**src/rtl/mem_pkg.sv**
```systemverilog
// Shared types and constants for the memory-access pipeline stage.
package mem_pkg;

  typedef enum logic [1:0] {
    IDLE = 2'd0,
    BUSY = 2'd1,
    DONE = 2'd2
  } mem_state_e;

  // Access size codes, taken from instruction bits [27:26]
  localparam logic [1:0] SZ_B = 2'b00;
  localparam logic [1:0] SZ_H = 2'b01;
  localparam logic [1:0] SZ_W = 2'b11;

  // Load/store opcodes (instruction bits [31:26])
  localparam logic [5:0] OP_LB  = 6'b100000;
  localparam logic [5:0] OP_LH  = 6'b100001;
  localparam logic [5:0] OP_LW  = 6'b100011;
  localparam logic [5:0] OP_LBU = 6'b100100;
  localparam logic [5:0] OP_LHU = 6'b100101;
  localparam logic [5:0] OP_SB  = 6'b101000;
  localparam logic [5:0] OP_SH  = 6'b101001;
  localparam logic [5:0] OP_SW  = 6'b101011;

  localparam int DEF_TIMEOUT = 16;

  function automatic logic is_aligned(input logic [1:0] size, input logic [1:0] off);
    case (size)
      SZ_B:    is_aligned = 1'b1;
      SZ_H:    is_aligned = ~off[0];
      default: is_aligned = (off == 2'b00);
    endcase
  endfunction

endpackage

```
**src/rtl/mem_align.sv**
```systemverilog
// Byte-lane steering: store enables/data generation and load select/extension.
module mem_align
  import mem_pkg::*;
(
  input  logic [1:0]  i_st_size,
  input  logic [1:0]  i_st_off,
  input  logic [31:0] i_st_data,
  output logic [3:0]  o_st_be,
  output logic [31:0] o_st_wdata,
  input  logic [1:0]  i_ld_size,
  input  logic [1:0]  i_ld_off,
  input  logic        i_ld_zext,
  input  logic [31:0] i_ld_rdata,
  output logic [31:0] o_ld_data
);

  logic [7:0]  w_byte;
  logic [15:0] w_half;

  // Replicating the data lets the byte enables alone pick the destination lane
  always_comb begin
    o_st_be    = 4'b1111;
    o_st_wdata = i_st_data;
    case (i_st_size)
      SZ_B: begin
        o_st_be    = 4'b0001 << i_st_off;
        o_st_wdata = {4{i_st_data[7:0]}};
      end
      SZ_H: begin
        o_st_be    = i_st_off[1] ? 4'b1100 : 4'b0011;
        o_st_wdata = {2{i_st_data[15:0]}};
      end
      default: begin
        o_st_be    = 4'b1111;
        o_st_wdata = i_st_data;
      end
    endcase
  end

  always_comb begin
    w_byte = i_ld_rdata[7:0];
    case (i_ld_off)
      2'd0:    w_byte = i_ld_rdata[7:0];
      2'd1:    w_byte = i_ld_rdata[15:8];
      2'd2:    w_byte = i_ld_rdata[23:16];
      default: w_byte = i_ld_rdata[31:24];
    endcase
    w_half = i_ld_off[1] ? i_ld_rdata[31:16] : i_ld_rdata[15:0];
  end

  always_comb begin
    o_ld_data = i_ld_rdata;
    case (i_ld_size)
      SZ_B:    o_ld_data = {{24{~i_ld_zext & w_byte[7]}}, w_byte};
      SZ_H:    o_ld_data = {{16{~i_ld_zext & w_half[15]}}, w_half};
      default: o_ld_data = i_ld_rdata;
    endcase
  end

endmodule

```
**src/rtl/mem_stage.sv**
```systemverilog
// MEM pipeline stage: IDLE/BUSY/DONE handshake to a data bus with ack timeout.
// Optional MISALIGN_CHECK_EN adds mem_misalign and suppresses misaligned accesses.
module mem_stage
  import mem_pkg::*;
#(
  parameter int TIMEOUT = DEF_TIMEOUT
) (
  input  logic        clk,
  input  logic        rst,
  input  logic [31:0] mem_inst,
  input  logic [31:0] mem_ALUOUT,
  input  logic [31:0] mem_WriteData,
  input  logic        mem_MemRead,
  input  logic        mem_MemWrite,
  input  logic [4:0]  mem_RegisterRd,
  input  logic        mem_RegDst,
  input  logic        mem_MemtoReg,
  input  logic        mem_RegWrite,
  output logic        dmem_req,
  output logic        dmem_we,
  output logic [31:0] dmem_addr,
  output logic [31:0] dmem_wdata,
  output logic [3:0]  dmem_be,
  input  logic        dmem_ack,
  input  logic [31:0] dmem_rdata,
  output logic [31:0] mem_MEMOUT,
  output logic        mem_RegWrite_o,
  output logic        mem_stall,
  output logic        mem_bus_err,
  output logic [4:0]  mem_RegisterRd_o,
  output logic        mem_RegDst_o,
  output logic        mem_MemtoReg_o
`ifdef MISALIGN_CHECK_EN
  ,
  output logic        mem_misalign
`endif
);

  localparam int CNT_W = $clog2(TIMEOUT + 1);
  localparam logic [CNT_W-1:0] CNT_LAST = CNT_W'(TIMEOUT - 1);

  mem_state_e       r_state, w_state_next;
  logic [CNT_W-1:0] r_cnt;
  logic [31:0]      r_addr, r_wdata, r_result;
  logic [3:0]       r_be;
  logic             r_we, r_bus_err, r_zext;
  logic [1:0]       r_size, r_off;

  logic [1:0]  w_size;
  logic        w_access, w_aligned, w_misalign, w_start, w_timeout, w_finish;
  logic        w_stall, w_req;
  logic [3:0]  w_st_be;
  logic [31:0] w_st_wdata, w_ld_data;
  logic        w_unused_inst;

  assign w_size        = mem_inst[27:26];
  assign w_access      = mem_MemRead | mem_MemWrite;
  assign w_unused_inst = ^{mem_inst[31:29], mem_inst[25:0]};

`ifdef MISALIGN_CHECK_EN
  assign w_aligned    = is_aligned(w_size, mem_ALUOUT[1:0]);
  assign mem_misalign = w_misalign;
`else
  assign w_aligned = 1'b1;
`endif

  assign w_misalign = (r_state == IDLE) & w_access & ~w_aligned;
  assign w_start    = (r_state == IDLE) & w_access & w_aligned;
  // An ack arriving in the final counted cycle wins over the timeout
  assign w_timeout  = (r_state == BUSY) & ~dmem_ack & (r_cnt == CNT_LAST);
  assign w_finish   = (r_state == BUSY) & (dmem_ack | w_timeout);

  mem_align u_align (
    .i_st_size  (w_size),
    .i_st_off   (mem_ALUOUT[1:0]),
    .i_st_data  (mem_WriteData),
    .o_st_be    (w_st_be),
    .o_st_wdata (w_st_wdata),
    .i_ld_size  (r_size),
    .i_ld_off   (r_off),
    .i_ld_zext  (r_zext),
    .i_ld_rdata (dmem_rdata),
    .o_ld_data  (w_ld_data)
  );

  always_comb begin
    w_state_next = r_state;
    w_stall      = 1'b0;
    w_req        = 1'b0;
    case (r_state)
      IDLE: begin
        if (w_start) begin
          w_state_next = BUSY;
          w_stall      = 1'b1;
        end
      end
      BUSY: begin
        w_stall = 1'b1;
        w_req   = 1'b1;
        if (w_finish) w_state_next = DONE;
      end
      DONE:    w_state_next = IDLE;
      default: w_state_next = IDLE;
    endcase
  end

  always_ff @(posedge clk or negedge rst) begin
    if (!rst) begin
      r_state   <= IDLE;
      r_cnt     <= '0;
      r_addr    <= '0;
      r_wdata   <= '0;
      r_be      <= '0;
      r_we      <= 1'b0;
      r_result  <= '0;
      r_bus_err <= 1'b0;
      r_size    <= SZ_W;
      r_off     <= 2'b00;
      r_zext    <= 1'b0;
    end else begin
      r_state   <= w_state_next;
      r_bus_err <= w_timeout;
      if (w_start) begin
        r_addr  <= {mem_ALUOUT[31:2], 2'b00};
        r_wdata <= w_st_wdata;
        r_be    <= w_st_be;
        r_we    <= mem_MemWrite;
        r_size  <= w_size;
        r_off   <= mem_ALUOUT[1:0];
        r_zext  <= mem_inst[28];
      end
      if (r_state == BUSY) begin
        if (w_finish) begin
          r_cnt <= '0;
          r_we  <= 1'b0;
        end else if (r_cnt != CNT_LAST) begin
          r_cnt <= r_cnt + 1'b1;
        end
      end
      if ((r_state == BUSY) && dmem_ack) begin
        r_result <= r_we ? 32'h0 : w_ld_data;
      end else if (w_timeout) begin
        r_result <= 32'h0;
      end
    end
  end

  assign dmem_req         = w_req;
  assign dmem_we          = r_we;
  assign dmem_addr        = r_addr;
  assign dmem_wdata       = r_wdata;
  assign dmem_be          = r_be;
  assign mem_stall        = w_stall;
  assign mem_bus_err      = r_bus_err;
  assign mem_MEMOUT       = (r_state == DONE) ? r_result : 32'h0;
  assign mem_RegWrite_o   = mem_RegWrite & ~((r_state == DONE) & r_bus_err) & ~w_misalign;
  assign mem_RegisterRd_o = mem_RegisterRd;
  assign mem_RegDst_o     = mem_RegDst;
  assign mem_MemtoReg_o   = mem_MemtoReg;

endmodule

```
**config.mk**
```make
export PLATFORM = sky130hd
export DESIGN_NAME = mem_stage
export DESIGN_NICKNAME = d
export VERILOG_FILES = /design/src/rtl/mem_pkg.sv /design/src/rtl/mem_align.sv /design/src/rtl/mem_stage.sv
export SDC_FILE = /design/constraint.sdc
export NUM_CORES = 1
export LEC_CHECK = 0
export ABC_AREA = 1
export BUFFER_PORTS_ARGS = -buffer_cell sky130_fd_sc_hd__buf_2
export CORE_UTILIZATION = 45
export DETAILED_ROUTE_END_ITERATION = 8
export PLACE_DENSITY_LB_ADDON = 0.08
export SETUP_SLACK_MARGIN = 0.02
export SLEW_MARGIN = 20
export SYNTH_ARGS = -nofsm -noshare
export SYNTH_HDL_FRONTEND = slang
export SYNTH_SLANG_ARGS = --single-unit
```
**constraint.sdc**
```tcl
create_clock -name clk -period 4.8 [get_ports clk]
set_input_delay 0.72 -clock clk [delete_from_list [all_inputs] [get_ports clk]]
set_output_delay 0.72 -clock clk [all_outputs]
set_load 0.005 [all_outputs]
```
==> results of run 1 <==
final timing paths:
check                             start             end  slack [ns]  cells past startpoint
setup / recovery             r_state[0]  mem_MEMOUT[15]        2.04                      4
hold / removal             dmem_addr[9]    dmem_addr[9]        0.48                      2
setup reg to reg               r_cnt[1]        r_cnt[3]        2.20                      9
hold reg to reg            dmem_addr[9]    dmem_addr[9]        0.48                      2
max in group asynchronous           rst     r_result[3]        3.25                      2
min in group asynchronous           rst        r_cnt[0]        0.51                      1
cells in the mapped netlist (5+ instances only):
cell type / instances
nand2_1: 246
dfrtp_1: 110
nor2_1: 54
nand3_1: 43
buf_2: 5
buf_4: 10
clkbuf_1: 22
o21bai_1: 5
inv_1: 68
or2_2: 12
a21oi_1: 46
o21ai_0: 78
metrics by stage:
step / power (uW) / setup slack, ns
after floorplan: 2790 / 2.49
after global placement: 3330 / 2.24
after detailed placement: 3400 / 2.17
after CTS: 4230 / 2.02
after global routing: 4550 / 1.75
final: 4190 / 2.04
cells by family (layout without fill, tap and decap cells):
| kind of cell | after synthesis | count (layout) | share of synthesized area |
|---|---|---|---|
| AO/OA/AOI/OAI | 139 | 139 | 0.130 |
| XOR/XNOR | 1 | 1 | 0.00154 |
| adder cells (fa/ha/maj) | 2 | 2 | 0.00440 |
| buffers and inverters | 119 | 297 | 0.0983 |
| flip-flops | 112 | 112 | 0.493 |
| other | 1 | 3 | 0.000659 |
| AND/OR/NAND/NOR | 369 | 369 | 0.272 |
routing by layer:
metal / wire, um / vias up / share of wire / global-route usage
met5: 0 / - / 0 / 0
met4: 449 / 0 / 0.029 / 0.110
met3: 1170 / 36 / 0.075 / 0.0513
met2: 7290 / 217 / 0.47 / 0.403
met1: 6610 / 2518 / 0.43 / 0.309
li1: - / 2678 / - / -
sequential cells by signal, summed over array words and instances (netlist names):
signal,count
r_off,2
dmem_addr,30
r_result,32
r_size,2
r_state,2
dmem_we,1
r_zext,1
dmem_be,4
mem_bus_err,1
r_cnt,5
dmem_wdata,32
final cells by class:
class | instances | area share
inverters | 71 | 0.0380
well taps | 168 | 0.0300
clock buffers | 11 | 0.0346
multi-input cells | 513 | 0.335
flip-flops and latches | 112 | 0.400
repair buffers | 210 | 0.151
clock inverters | 5 | 0.0112
diodes | 1 | 0.000357
tightest hold or removal path, cell delays in order, from the launching register on:
cell	delay, ns
dfrtp_1	0.34
nand2_1	0.05
nand2_1	0.05
power by group:
group	internal, uW	switching, uW	leakage (uW)
Clock	473	346	0.000160
Combinational	660	1070	0.00228
Sequential	1370	277	0.00140
==> out/metrics.cfg, run 1 <==
[grt]
grt_max_degree=85
grt.total_usage=0.244
grt_pass1_vias=5202
antenna_found_initial=1
grt_pass1_wl_um=25100
grt-ovfl-total=0

[detailed_routing]
antenna_left=0
drt_wl_total_um=15500
avgViaCountPerCell=4.99
first_iter_violations=339
post-route-drc-count=0
wl_per_cell_um=14.2
vias=5449
dr.pass1.iters=6

[clocking]
h-tree-depth=3
cts_buffers=9
root_buffer=clkbuf_16
post_cts_buffers=0
postCtsResizedCells=0
cts_tree=yes
path_clk_slew_ns=0.07
clk_latency_ns=0.35
cts_hold_buf=0
cts_buffer_depth=2
cts.sinks=112

[setup_path]
slowest_stage=nand2_1
cp_top_family=simple AND/OR/NAND/NOR gates
crit_chain=inv_1 > nand2_1 > nor2_1 > buf_2
start_kind=flip-flop
end_kind=primary output
required_ns=4.08
crit_type=flip-flop to primary output
path_buf_inv=2
crit_arrival_ns=2.04
crit_fanout=32
slowest_delay_ns=0.62

[layout]
syn_to_final_growth_pct=23.3
layout_commonest_cell=nand2_1
nFillCells=1200
fin_cells=1091
final_cell_area_um2=7010
mostFrequentLayoutCells=nand2_1 (246), buf_2 (206), dfrtp_1 (110), o21ai_0 (78), inv_1 (68)
drive_gt1_frac=0.275
multi_input_area_um2=2350
fin_nets=1060
regArea_um2=2810
fin_util=0.577

[synthesis]
yosys_warnings=0
synth_cell_types=36
syn_area_per_cell_um2=7.66
synth_enable_flop_cells=0
synth_top_area_share=0.484
yosysTopAreaCell=dfrtp_1
ys_top_cells_by_area=dfrtp_1 (48%), nand2_1 (16%), o21ai_0 (6.9%)
syn_area_um2=5690
synth-seq-cells=112
synth_seq_area_share=0.493
async_flop_share=1.00
syn_inst=743
synth_top_flop_cell=dfrtp_1

[sta]
finalHoldViolCount=0
tns_ns=0
setup_viol=0
fin_crit_ns=2.76
worstMarginPinSlew_ns=1.04
fmax_ghz=0.363
rsz0062_at_grt=no
hold_slack_ns=0.477
finalMaxSlewViolations=0
finClkSkew_ns=0.00776
min_period_over_period=0.574
slew_headroom=0.307

[pwr]
power_leakage_uw=0.00384
power_density_nw_per_um2=598
vdd_drop_max_uv=304

[place]
gp_congestion=0.895
post_dp_cell_area_um2=6690
dp_cells=1074
io_buffer_count=207
dpl.hpwl_um=11200

[min_path]
hold_path.class=flip-flop to flip-flop

[floorplan]
core_area_um2=12200
initial_core_util=0.468
chipHeight_um=114
rows=40
die_area_um2=13100
fp.dieW_um=114
pin_count=253

[run]
drv_cap=0

[outcome]
status=finished clean

No activity file was read; power rests on OpenSTA's default activity.
==> inputs of run 2 (changes only) <==
==> constraint.sdc (replaced) <==
create_clock -name clk -period 2.9 [get_ports clk]
set_input_delay 0.435 -clock clk [delete_from_list [all_inputs] [get_ports clk]]
set_output_delay 0.435 -clock clk [all_outputs]
set_load 0.005 [all_outputs]
==> out/metrics.cfg, run 2 (synthesis gave the netlist of run 1 again) <==
[outcome]
status=finished clean

[place]
dpl.hpwl_um=11100
post_dp_cell_area_um2=6740
io_buffer_count=207
gp_congestion=0.875

[detailed_routing]
post-route-drc-count=0
drt_wl_total_um=15200
avgViaCountPerCell=4.93
wl_per_cell_um=13.9
vias=5397
dr.pass1.iters=6
antenna_left=0
first_iter_violations=253

[sta]
rsz0062_at_grt=no
min_period_over_period=0.765
fmax_ghz=0.451
tns_ns=0
fin_crit_ns=2.22
finClkSkew_ns=0.00498
setup_viol=0
finalMaxSlewViolations=0
slew_headroom=0.423
finalHoldViolCount=0
worstMarginPinSlew_ns=0.863

[floorplan]
rows=40
die_area_um2=13100
chipHeight_um=114
pin_count=253
fp.dieW_um=114
initial_core_util=0.468
core_area_um2=12200

[pwr]
power_density_nw_per_um2=970
vdd_drop_max_uv=429
power_leakage_uw=0.00385

[grt]
antenna_found_initial=1
grt_pass1_wl_um=24800
grt.total_usage=0.241
grt_pass1_vias=5108
grt_max_degree=85
grt-ovfl-total=0

[min_path]
hold_path.class=input pin to async pin

[layout]
layout_commonest_cell=nand2_1
fin_nets=1064
nFillCells=1224
syn_to_final_growth_pct=23.6
mostFrequentLayoutCells=nand2_1 (246), buf_2 (206), dfrtp_1 (110), o21ai_0 (78), inv_1 (68)
final_cell_area_um2=7030
drive_gt1_frac=0.280

[clocking]
cts_buffer_depth=2
cts_hold_buf=0
cts.sinks=112
root_buffer=clkbuf_16
postCtsResizedCells=0
cts_buffers=9
path_clk_slew_ns=0.07
post_cts_buffers=0
clk_latency_ns=0.35
h-tree-depth=3
cts_tree=yes

[setup_path]
end_kind=flip-flop
crit_arrival_ns=2.49
crit_type=flip-flop to flip-flop
required_ns=3.18
ff2ff_setup_slack_ns=0.68
crit_fanout=24
start_kind=flip-flop

[run]
drv_cap=0

==> run 2: cell count changes in the layout (fill, tap and decap cells not counted) <==
cell / change
buf_12: +2
buf_4: +2
bufinv_16: -2
clkbuf_1: -1
clkinv_2: +1
clkinvlp_4: +1
inv_8: +1
==> run 2: metal layers <==
layer  GRT usage  wire (um)
met1       0.307       6540
met2       0.392       7160
met3      0.0593       1120
met4       0.105        379
met5           0          0
==> run 2: worst max-delay path: stages, from the launching register on <==
cell,delay (ns)
dfrtp_1,0.41
ha_1,0.22
nand2_1,0.07
nor2_1,0.04
ha_1,0.17
inv_1,0.09
a21oi_1,0.07
buf_4,0.18
inv_1,0.53
o21ai_0,0.18
a21oi_1,0.16
==> run 2: stage by stage <==
stage	std cells	setup WS [ns]	hold slack (ns)	total power, uW	util
floorplan	744	1.16	0.139	4630	-
global placement	1078	0.733	0.458	5550	0.555
detailed placement	1078	0.703	0.460	5640	0.555
CTS	1094	0.677	0.0947	6860	0.578
global route	1095	0.486	0.113	7420	0.578
finish	1095	0.683	0.0718	6820	0.578
==> run 2: report_power, final <==
group          switching [uW]  total [uW]  leakage, uW  internal, uW
sequential                424        2690      0.00140          2270
combinational            1790        2920      0.00231          1130
clock                     598        1210     0.000141           612
total                    2810        6820      0.00385          4010
==> run 2: final timing paths <==
kind | startpoint | to | cells past startpoint
min in group clk | dmem_ack | mem_bus_err | 2
min | rst | r_cnt[2] | 1
max | r_cnt[1] | r_cnt[3] | 10
min reg2reg | dmem_addr[31] | dmem_addr[31] | 2
max reg2reg | r_cnt[1] | r_cnt[3] | 10
max in group asynchronous | rst | r_size[0] | 2
==> run 2: area by class of cell <==
| class | count | area [um2] | area share |
|---|---|---|---|
| inverters | 71 | 267 | 0.0379 |
| repair buffers | 214 | 1120 | 0.159 |
| clock buffers | 10 | 239 | 0.0340 |
| flip-flops and latches | 112 | 2810 | 0.399 |
| well taps | 168 | 210 | 0.0299 |
| diodes | 1 | 2.50 | 0.000356 |
| multi-input cells | 513 | 2350 | 0.334 |
| clock inverters | 6 | 42.5 | 0.00605 |
==> inputs of run 3 (changes only) <==
--- a/config.mk
+++ b/config.mk
@@ -7,7 +7,7 @@
 export LEC_CHECK = 0
 export ABC_AREA = 1
 export BUFFER_PORTS_ARGS = -buffer_cell sky130_fd_sc_hd__buf_2
-export CORE_UTILIZATION = 45
+export CORE_UTILIZATION = 43
 export DETAILED_ROUTE_END_ITERATION = 8
 export PLACE_DENSITY_LB_ADDON = 0.08
 export SETUP_SLACK_MARGIN = 0.02
==> constraint.sdc (replaced) <==
create_clock -name clk -period 1.9 [get_ports clk]
set_input_delay 0.285 -clock clk [delete_from_list [all_inputs] [get_ports clk]]
set_output_delay 0.285 -clock clk [all_outputs]
set_load 0.005 [all_outputs]
==> out/metrics.cfg, run 3 (synthesis gave the netlist of run 1 again) <==
[pwr]
clockPowerShare=0.182
p_comb_frac=0.437
power_leakage_uw=0.00392
switching_power_uw=4350
vdd_drop_max_uv=774
p_int_uw=6360
pwr-share-seq=0.381
power_density_nw_per_um2=1490
p_sw_frac=0.406

[detailed_routing]
post-route-drc-count=0
first_iter_violations=305
vias=5407
antenna_left=0
avgViaCountPerCell=4.88
wl_per_cell_um=14.3
drt_wl_total_um=15900
dr.pass1.iters=4

[min_path]
whs_path_depth=2
hold_path.class=input pin to flip-flop
hold_path_end=mem_bus_err
min-delay-start=dmem_ack

[clocking]
clk_latency_ns=0.35
h-tree-depth=3
root_buffer=clkbuf_16
cts_tree=yes
path_clk_slew_ns=0.07
post_cts_buffers=0
cts.sinks=112
cts_buffers=9
cts_buffer_depth=2

[sta]
fmax_ghz=0.580
finalMaxSlewViolations=0
tns_ns=0
finClkSkew_ns=0.00876
setup_viol=0
setup_ws_ns=0.175
finalHoldViolCount=0
min_period_over_period=0.908
rsz0062_at_grt=no
fin_crit_ns=1.73

[setup_path]
slowest_stage=dfrtp_1
required_ns=1.62
crit_type=flip-flop to primary output
start_kind=flip-flop
ff2ff_setup_slack_ns=0.18
r2r-end=r_result[17]
crit_fanout=32
crit_arrival_ns=1.44
r2r-start=r_size[1]
end_kind=primary output
r2r_cells=7
crit_chain=nand2_1 > buf_4 > nor2_1 > buf_2
slowest_delay_ns=0.43

[place]
io_buffer_count=207
dpl.hpwl_um=11600
dp_slack_ns=0.146
dp_cells=1092
gp_congestion=0.891

[floorplan]
chipHeight_um=117
pin_count=253
initial_core_util=0.445
die_area_um2=13700
rows=41
fp.dieW_um=117
core_area_um2=12800

[grt]
grt_max_degree=75
grt_use_met3=0.0551
antenna_found_initial=0
grt-ovfl-total=0
gr-usage-met1=0.306
grt_pass1_vias=5142
grt_pass1_wl_um=25000
grt.total_usage=0.239
grt.met2_usage=0.392
top_usage_layer=met2

[layout]
mostFrequentLayoutCells=nand2_1 (246), buf_2 (206), dfrtp_1 (109), o21ai_0 (78), inv_1 (67)
syn_to_final_growth_pct=26.1
num_antenna_cells=0
layout_commonest_cell=nand2_1
fin_cells=1109
drive_gt1_frac=0.290
fin_nets=1075
fin_util=0.562

[run]
drv_cap=0

[outcome]
status=finished clean

run 3: power by group through the flow:
| stage | clock network (uW) | logic [uW] | registers [uW] |
|---|---|---|---|
| after detailed placement | 0 | 4730 | 4090 |
| final | 1950 | 4680 | 4080 |
| after floorplan | 0 | 3020 | 4050 |
| after CTS | 2010 | 4740 | 4080 |
| after global placement | 0 | 4600 | 4050 |
| after global routing | 2090 | 5370 | 4220 |
run 3: worst max path at each step:
stage,from,to,slack (ns)
2_1_floorplan,r_cnt[0],r_result[16],0.31
3_3_place_gp,r_size[1],r_result[26],0.21
3_5_place_dp,r_off[0],r_result[17],0.15
4_1_cts,r_state[0],mem_MEMOUT[31],0.11
5_1_grt,r_size[1],r_result[27],0.05
6_report,r_state[1],mem_MEMOUT[23],0.17
run 3: worst max-delay path, delay by kind of cell (launching register included):
kind                   cells  cell delay [ns]
buffers and inverters      2             0.47
DFF                        1             0.43
and+or+nand+nor            2             0.18
run 3: area by class of cell:
class / count / area, um2
inverter: 71 / 267
timing repair buffer: 225 / 1230
fill: 1265 / 5600
clock buffer: 10 / 239
tap: 172 / 215
sequential: 112 / 2810
clock inverter: 6 / 70.1
multi-input combinational: 513 / 2350
run 3: routing by layer:
metal	vias to the layer above	wire (um)
met2	171	7560
met1	2504	7010
met4	0	321
met5	-	0
met3	28	984
li1	2704	-
run 3: per-stage QoR:
step                      total power, uW  area, um2  hold WS, ns
after floorplan                      7060       5690      -0.0106
after global placement               8650       6850        0.265
after global routing                11700       7170        0.103
after CTS                           10800       7170       0.0973
final                               10700       7170        0.105
after detailed placement             8820       6850        0.273
run 3: timing repair:
item,4_1_cts,5_1_grt
endpoints found under the hold margin,29,0
hold buffers,1,0
endpoints found under the setup margin,0,25
gates resized for setup,0,3
